[src/rtl/uart_tx_pkg.sv]
// Shared UART definitions: FSM state encodings, oversampling ratio, default frame parameters.
// Optional parity support is enabled by defining UART_TX_PARITY_EN.
package uart_tx_pkg;

  localparam int OVERSAMPLE  = 16;
  localparam int DEF_DBIT    = 8;
  localparam int DEF_SB_TICK = 16;
  localparam int DEF_DVSR    = 163;

  typedef enum logic [2:0] {
    IDLE   = 3'd0,
    START  = 3'd1,
    DATA   = 3'd2,
    PARITY = 3'd3,
    STOP   = 3'd4
  } uart_state_e;

  // Width of a 0..modulus-1 counter, never narrower than one bit.
  function automatic int cnt_width(input int modulus);
    return (modulus > 1) ? $clog2(modulus) : 1;
  endfunction

endpackage

[src/rtl/uart_tx_if.sv]
// FIFO-side handshake between a first-word-fall-through TX FIFO and uart_tx.
// iPODD only exists when UART_TX_PARITY_EN is defined.
interface uart_tx_if #(parameter int DBIT = 8);

  logic            iEMPTY;
  logic [DBIT-1:0] iD;
  logic            oDEQ;
`ifdef UART_TX_PARITY_EN
  logic            iPODD;

  modport master (output iEMPTY, output iD, output iPODD, input oDEQ);
  modport slave  (input iEMPTY, input iD, input iPODD, output oDEQ);
`else
  modport master (output iEMPTY, output iD, input oDEQ);
  modport slave  (input iEMPTY, input iD, output oDEQ);
`endif

endinterface

[src/rtl/uart_tx_baud_gen.sv]
// Mod-DVSR oversampling tick divider with synchronous clear; shared by the UART transmitter and receiver.
module baud_gen
  import uart_tx_pkg::*;
#(
  parameter int DVSR = DEF_DVSR
) (
  input  logic iCLK,
  input  logic iRESET,
  input  logic iCLR,
  output logic oTICK
);

  localparam int            CW   = cnt_width(DVSR);
  localparam logic [CW-1:0] LAST = CW'(DVSR - 1);

  logic [CW-1:0] cnt_q;
  logic [CW-1:0] cnt_d;

  always_comb begin
    cnt_d = cnt_q + 1'b1;
    if (iCLR || (cnt_q == LAST)) begin
      cnt_d = '0;
    end
  end

  always_ff @(posedge iCLK or posedge iRESET) begin
    if (iRESET) begin
      cnt_q <= '0;
    end else begin
      cnt_q <= cnt_d;
    end
  end

  assign oTICK = (cnt_q == LAST);

endmodule

[src/rtl/uart_tx.sv]
// UART transmitter draining a FWFT FIFO: start bit, DBIT data bits LSB-first, optional parity, stop.
// Define UART_TX_PARITY_EN to insert a parity bit (even parity XOR iPODD) after the data bits.
module uart_tx
  import uart_tx_pkg::*;
#(
  parameter int DBIT    = DEF_DBIT,
  parameter int SB_TICK = DEF_SB_TICK,
  parameter int DVSR    = DEF_DVSR
) (
  input  logic        iCLK,
  input  logic        iRESET,
  uart_tx_if.slave    fifo,
  output logic        oTX,
  output logic        oBUSY
);

  localparam int            NW      = $clog2(DBIT) + 1;
  localparam logic [NW-1:0] N_LAST  = NW'(DBIT - 1);
  localparam logic [4:0]    S_LAST  = 5'(OVERSAMPLE - 1);
  localparam logic [4:0]    SB_LAST = 5'(SB_TICK - 1);

  uart_state_e     state_q, state_d;
  logic [4:0]      s_q, s_d;
  logic [NW-1:0]   n_q, n_d;
  logic [DBIT-1:0] shreg_q, shreg_d;
  logic            tx_q, tx_d;
  logic            busy_q, busy_d;
`ifdef UART_TX_PARITY_EN
  logic            parity_q, parity_d;
`endif

  logic tick;
  logic baud_clr;
  logic deq;

  baud_gen #(.DVSR(DVSR)) u_baud (
    .iCLK   (iCLK),
    .iRESET (iRESET),
    .iCLR   (baud_clr),
    .oTICK  (tick)
  );

  // Word is taken on the same edge the strobe is seen by the FIFO; held off during reset.
  assign deq       = (state_q == IDLE) && !fifo.iEMPTY && !iRESET;
  assign fifo.oDEQ = deq;

  always_comb begin
    state_d  = state_q;
    s_d      = s_q;
    n_d      = n_q;
    shreg_d  = shreg_q;
    tx_d     = tx_q;
    busy_d   = busy_q;
    baud_clr = 1'b0;
`ifdef UART_TX_PARITY_EN
    parity_d = parity_q;
`endif
    case (state_q)
      IDLE: begin
        if (deq) begin
          shreg_d  = fifo.iD;
          state_d  = START;
          tx_d     = 1'b0;
          busy_d   = 1'b1;
          s_d      = '0;
          n_d      = '0;
          baud_clr = 1'b1;
`ifdef UART_TX_PARITY_EN
          parity_d = (^fifo.iD) ^ fifo.iPODD;
`endif
        end
      end
      START: begin
        if (tick) begin
          if (s_q == S_LAST) begin
            s_d     = '0;
            state_d = DATA;
            tx_d    = shreg_q[0];
          end else begin
            s_d = s_q + 5'd1;
          end
        end
      end
      DATA: begin
        if (tick) begin
          if (s_q == S_LAST) begin
            s_d = '0;
            if (n_q == N_LAST) begin
`ifdef UART_TX_PARITY_EN
              state_d = PARITY;
              tx_d    = parity_q;
`else
              state_d = STOP;
              tx_d    = 1'b1;
`endif
            end else begin
              n_d     = n_q + 1'b1;
              shreg_d = shreg_q >> 1;
              tx_d    = shreg_d[0];
            end
          end else begin
            s_d = s_q + 5'd1;
          end
        end
      end
`ifdef UART_TX_PARITY_EN
      PARITY: begin
        if (tick) begin
          if (s_q == S_LAST) begin
            s_d     = '0;
            state_d = STOP;
            tx_d    = 1'b1;
          end else begin
            s_d = s_q + 5'd1;
          end
        end
      end
`endif
      STOP: begin
        if (tick) begin
          if (s_q == SB_LAST) begin
            s_d     = '0;
            state_d = IDLE;
            busy_d  = 1'b0;
          end else begin
            s_d = s_q + 5'd1;
          end
        end
      end
      default: begin
        state_d = IDLE;
        tx_d    = 1'b1;
        busy_d  = 1'b0;
      end
    endcase
  end

  always_ff @(posedge iCLK or posedge iRESET) begin
    if (iRESET) begin
      state_q  <= IDLE;
      s_q      <= '0;
      n_q      <= '0;
      shreg_q  <= '0;
      tx_q     <= 1'b1;
      busy_q   <= 1'b0;
`ifdef UART_TX_PARITY_EN
      parity_q <= 1'b0;
`endif
    end else begin
      state_q  <= state_d;
      s_q      <= s_d;
      n_q      <= n_d;
      shreg_q  <= shreg_d;
      tx_q     <= tx_d;
      busy_q   <= busy_d;
`ifdef UART_TX_PARITY_EN
      parity_q <= parity_d;
`endif
    end
  end

  assign oTX   = tx_q;
  assign oBUSY = busy_q;

endmodule

[src/flat_wrapper.sv]
// flat-port wrapper written by rule: the top's interface ports become plain ports
module uart_tx_flat import uart_tx_pkg::*;
#(
  parameter int DBIT    = DEF_DBIT,
  parameter int SB_TICK = DEF_SB_TICK,
  parameter int DVSR    = DEF_DVSR
)
  (iCLK, iRESET, oTX, oBUSY, fifo_iEMPTY, fifo_iD, fifo_oDEQ);
  uart_tx_if #(.DBIT(DBIT)) fifo_i ();
  input  logic iCLK;
  input  logic iRESET;
  output logic oTX;
  output logic oBUSY;
  input wire logic [$bits(fifo_i.iEMPTY)-1:0] fifo_iEMPTY;
  input wire logic [$bits(fifo_i.iD)-1:0] fifo_iD;
  output wire logic [$bits(fifo_i.oDEQ)-1:0] fifo_oDEQ;
  assign fifo_i.iEMPTY = fifo_iEMPTY;
  assign fifo_i.iD = fifo_iD;
  assign fifo_oDEQ = fifo_i.oDEQ;
  uart_tx #(.DBIT(DBIT), .SB_TICK(SB_TICK), .DVSR(DVSR)) u_core (.iCLK(iCLK), .iRESET(iRESET), .fifo(fifo_i), .oTX(oTX), .oBUSY(oBUSY));
endmodule
[config.mk]
export PLATFORM = sky130hd
export DESIGN_NAME = uart_tx_flat
export DESIGN_NICKNAME = d
export VERILOG_FILES = /design/src/rtl/uart_tx_pkg.sv /design/src/rtl/uart_tx_if.sv /design/src/rtl/uart_tx_baud_gen.sv /design/src/rtl/uart_tx.sv /design/src/flat_wrapper.sv
export SDC_FILE = /design/constraint.sdc
export NUM_CORES = 1
export LEC_CHECK = 0
export BUFFER_PORTS_ARGS = -buffer_cell sky130_fd_sc_hd__buf_4
export CAP_MARGIN = 40
export CELL_PAD_IN_SITES_DETAIL_PLACEMENT = 1
export CELL_PAD_IN_SITES_GLOBAL_PLACEMENT = 1
export CORE_MARGIN = 10
export CORE_UTILIZATION = 42
export DETAILED_ROUTE_END_ITERATION = 12
export PLACE_DENSITY_LB_ADDON = 0.05
export RECOVER_POWER = 50
export SETUP_SLACK_MARGIN = 0.15
export SYNTH_ARGS = -nofsm -noshare
export SYNTH_HDL_FRONTEND = slang
export SYNTH_SLANG_ARGS = --single-unit
[constraint.sdc]
create_clock -name iCLK -period 2 [get_ports iCLK]
set_clock_uncertainty 0.15 [all_clocks]
set_input_delay 0.2 -clock iCLK [delete_from_list [all_inputs] [get_ports iCLK]]
set_output_delay 0.2 -clock iCLK [all_outputs]
set_load 0.02 [all_outputs]
==> results.cfg <==
[run_status]
run_status = complete, no violations

[route]
drc_errors = 0
drt-total-wl_um = 4797
drtIter0Drc = 89
num_vias = 1442
drtPass1Iterations = 4
routedWlPerCell_um = 18.03
postRouteAntennaNets = 0
vias_per_cell = 5.421

[clocking]
clkSinkCount = 30
clk_pin_slew_worst_paths_ns = 0.07
h-tree-depth = 2
cts_made_buffers = 5
clockRootBuffer = clkbuf_8
cts_tree = yes
insertion_delay_ns = 0.28
clockBufferDepth = 2

[global_routing]
track_usage = 0.1314
grt_util_met1 = 0.1536
grt_max_degree = 31
grtUsageMet2 = 0.2242
grt_most_used_layer = met2
use_met3 = 0.03125
grt_pass1_vias = 1556
grt_first_pass_wirelength_um = 7645
grt_overflow = 0
antenna_found_initial = 0

[sta]
rsz0062_at_grt = true
tns_ns = 0
worst_pin_slew_ns = 0.7625
setup_ws_ns = 0.03653
slew_viol_final = 0
period_share = 0.9817
finalSetupViolCount = 0
fin_hold_ws_ns = 0.01935
min_period_ns = 1.963
fmax_mhz = 509.3
relSlewSlack = 0.4916
hold_viol = 0

[synth]
syn_area_per_cell_um2 = 10.15
syn_nets = 180
netlist_instances = 165
synth_area_um2 = 1674
yosys_warnings = 0
synth.distinct_cells = 44
ys_seq_area_frac = 0.4492
yosys-top-cells-area = dfrtp_1, mux2_2, nand2_1
synth_top_area_share = 0.4335
yosys.area.top_type = dfrtp_1
ys_ff_latch = 30

[finish]
post-route-util = 0.6136
nFillCells = 418
instances_no_fill = 266
fin_nets = 232
syn_to_final_growth_pct = 37.22
final_layout_size_suffix_gt1_frac = 0.4266
insertedDiodeCount = 0

[place]
post-dp-hpwl_um = 2828
numPortBuffers = 13
dp_cells = 234
place_congestion = 0.7801
detailedPlace.worstSlack_ns = -0.08179

[worst_setup_path]
cp-end-kind = register
cp.arrival_ns = 1.98
crit_path_start_kind = register
required_ns = 2.02
worstSetupPathType = register to register
cp_max_fo = 8
r2r_slack_ns = 0.04

[floorplan]
core.rowCount = 22
dieArea_um2 = 6911
die_height_um = 83.14
coreArea_um2 = 3744
die_w_um = 83.14
ios = 14
initial_core_util = 0.4472

[hold_path]
worstHoldPathType = primary input to register

[power_and_ir_drop]
power.switching_uw = 272.2
ir_worst_vdd_mv = 0.3365
p_per_area_nw_per_um2 = 513.5
p_seq_frac = 0.516
clkPwrFrac = 0.443
leakage_nw = 1.071
p_int_uw = 907.4
power_frac_comb = 0.041
switching_share = 0.2307

[run]
drv_cap = 0
registers in the layout, summed over array words and instances, names as in the netlist:
name	count
u_core.shreg_q	8
u_core.u_baud.cnt_q	8
u_core.s_q	5
u_core.n_q	4
u_core.state_q	3
u_core.oBUSY	1
u_core.oTX	1
cell usage in the layout, fill, tap and decap left out, types with 2 or more instances in the layout:
| master | count |
|---|---|
| xor2_1 | 7 |
| mux2i_1 | 2 |
| nor2_4 | 2 |
| inv_1 | 7 |
| buf_6 | 2 |
| nand3_1 | 10 |
| ha_2 | 3 |
| nand2_1 | 23 |
| clkbuf_8 | 6 |
| mux2_2 | 2 |
| nor2_1 | 13 |
| o31ai_1 | 2 |
| nand3b_1 | 2 |
| dfrtp_1 | 26 |
| a21boi_0 | 2 |
| buf_4 | 43 |
| o21ai_0 | 8 |
| dfrtp_2 | 3 |
| o211ai_1 | 3 |
| nor3b_4 | 2 |
| a21oi_2 | 3 |
| and3_1 | 2 |
| clkbuf_1 | 2 |
| mux2_4 | 7 |
| a21oi_1 | 2 |
stage by stage:
stage          total power [mW]  instance area, µm²
2_1_floorplan            0.6404                1679
3_3_place_gp             0.6644                1904
3_5_place_dp             0.6661                1904
4_1_cts                   1.186                2226
5_1_grt                   1.228                2297
6_report                  1.180                2297
logic make-up (layout without fill, tap and decap cells):
family / after synthesis / after routing / synth area share
flip-flops: 30 / 30 / 0.4492
buffers and inverters: 13 / 66 / 0.03588
XOR/XNOR: 9 / 9 / 0.04709
AND/OR/NAND/NOR: 66 / 66 / 0.2183
AO/OA/AOI/OAI: 32 / 32 / 0.1472
multiplexers: 11 / 11 / 0.07250
adder cells (fa/ha/maj): 4 / 4 / 0.02990
path summary, 6_finish.rpt:
check,start,end,cells after the start
setup / recovery,u_core.n_q[1]$_DFFE_PP0P_,u_core.shreg_q[3]$_DFFE_PP0P_,6
hold / removal,fifo_iD[7],u_core.shreg_q[7]$_DFFE_PP0P_,3
setup reg to reg,u_core.n_q[1]$_DFFE_PP0P_,u_core.shreg_q[3]$_DFFE_PP0P_,6
hold reg to reg,u_core.shreg_q[4]$_DFFE_PP0P_,u_core.shreg_q[4]$_DFFE_PP0P_,1
max in group asynchronous,iRESET,u_core.state_q[0]$_DFFE_PP0P_,4
min in group asynchronous,iRESET,u_core.n_q[2]$_DFFE_PP0P_,4
synth_stat cells (all sizes together):
master / instances
o221ai: 1
nand3: 11
a311oi: 1
buf: 2
o2111ai: 1
or3: 1
o31ai: 3
inv: 8
or4b: 1
o41ai: 1
and3: 2
nand2: 24
and4b: 1
or3b: 1
nand4: 1
a2111oi: 1
and4bb: 1
or4: 1
a22o: 1
a21oi: 5
a31oi: 1
nor4: 1
ha: 4
mux2i: 2
o211ai: 3
a22oi: 1
clkbuf: 3
nor2: 15
a21boi: 2
a2111o: 1
dfstp: 1
nor3: 1
a2bb2o: 1
nor3b: 3
xnor2: 1
xor2: 8
dfrtp: 29
o21ai: 9
mux2: 9
nand3b: 2
layer usage:
metal  vias up  wire [µm]
met1       732       2118
met5         -          0
li1        692          -
met4         0         68
met2        14       2491
met3         4        118
layout make-up:
cell class	instances	area, µm²	area share
clock buffer	6	82.58	0.03595
clock inverter	2	12.51	0.005447
inverter	8	30.03	0.01307
multi-input combinational	122	968.4	0.4216
sequential	30	755.7	0.3290
tap	48	60.06	0.02614
timing repair buffer	50	387.9	0.1688
power groups by stage:
stage	Clock [mW]	Sequential, mW	Combinational, mW
4_1_cts	0.528	0.609	0.0481
2_1_floorplan	0	0.622	0.0185
6_report	0.522	0.609	0.0480
5_1_grt	0.565	0.609	0.0546
3_3_place_gp	0	0.621	0.0437
3_5_place_dp	0	0.621	0.0454
worst max-delay path, cell delays in order, from the launching register on:
cell and delay, ns:
dfrtp_1 0.39, ha_2 0.20, nand3b_1 0.23, a22oi_4 0.35, nor2_4 0.07, buf_12 0.15, mux2_4 0.30
timing repair:
item / CTS / global route
endpoints found under the setup margin: 17 / 18
buffers inserted: 15 / 8
gates resized for setup: 27 / 7
endpoints found under the hold margin: 29 / 0
hold buffers: 1 / 0
pin swaps: 9 / 2
cloned: 0 / 0
(Power assumes the default switching activity.)
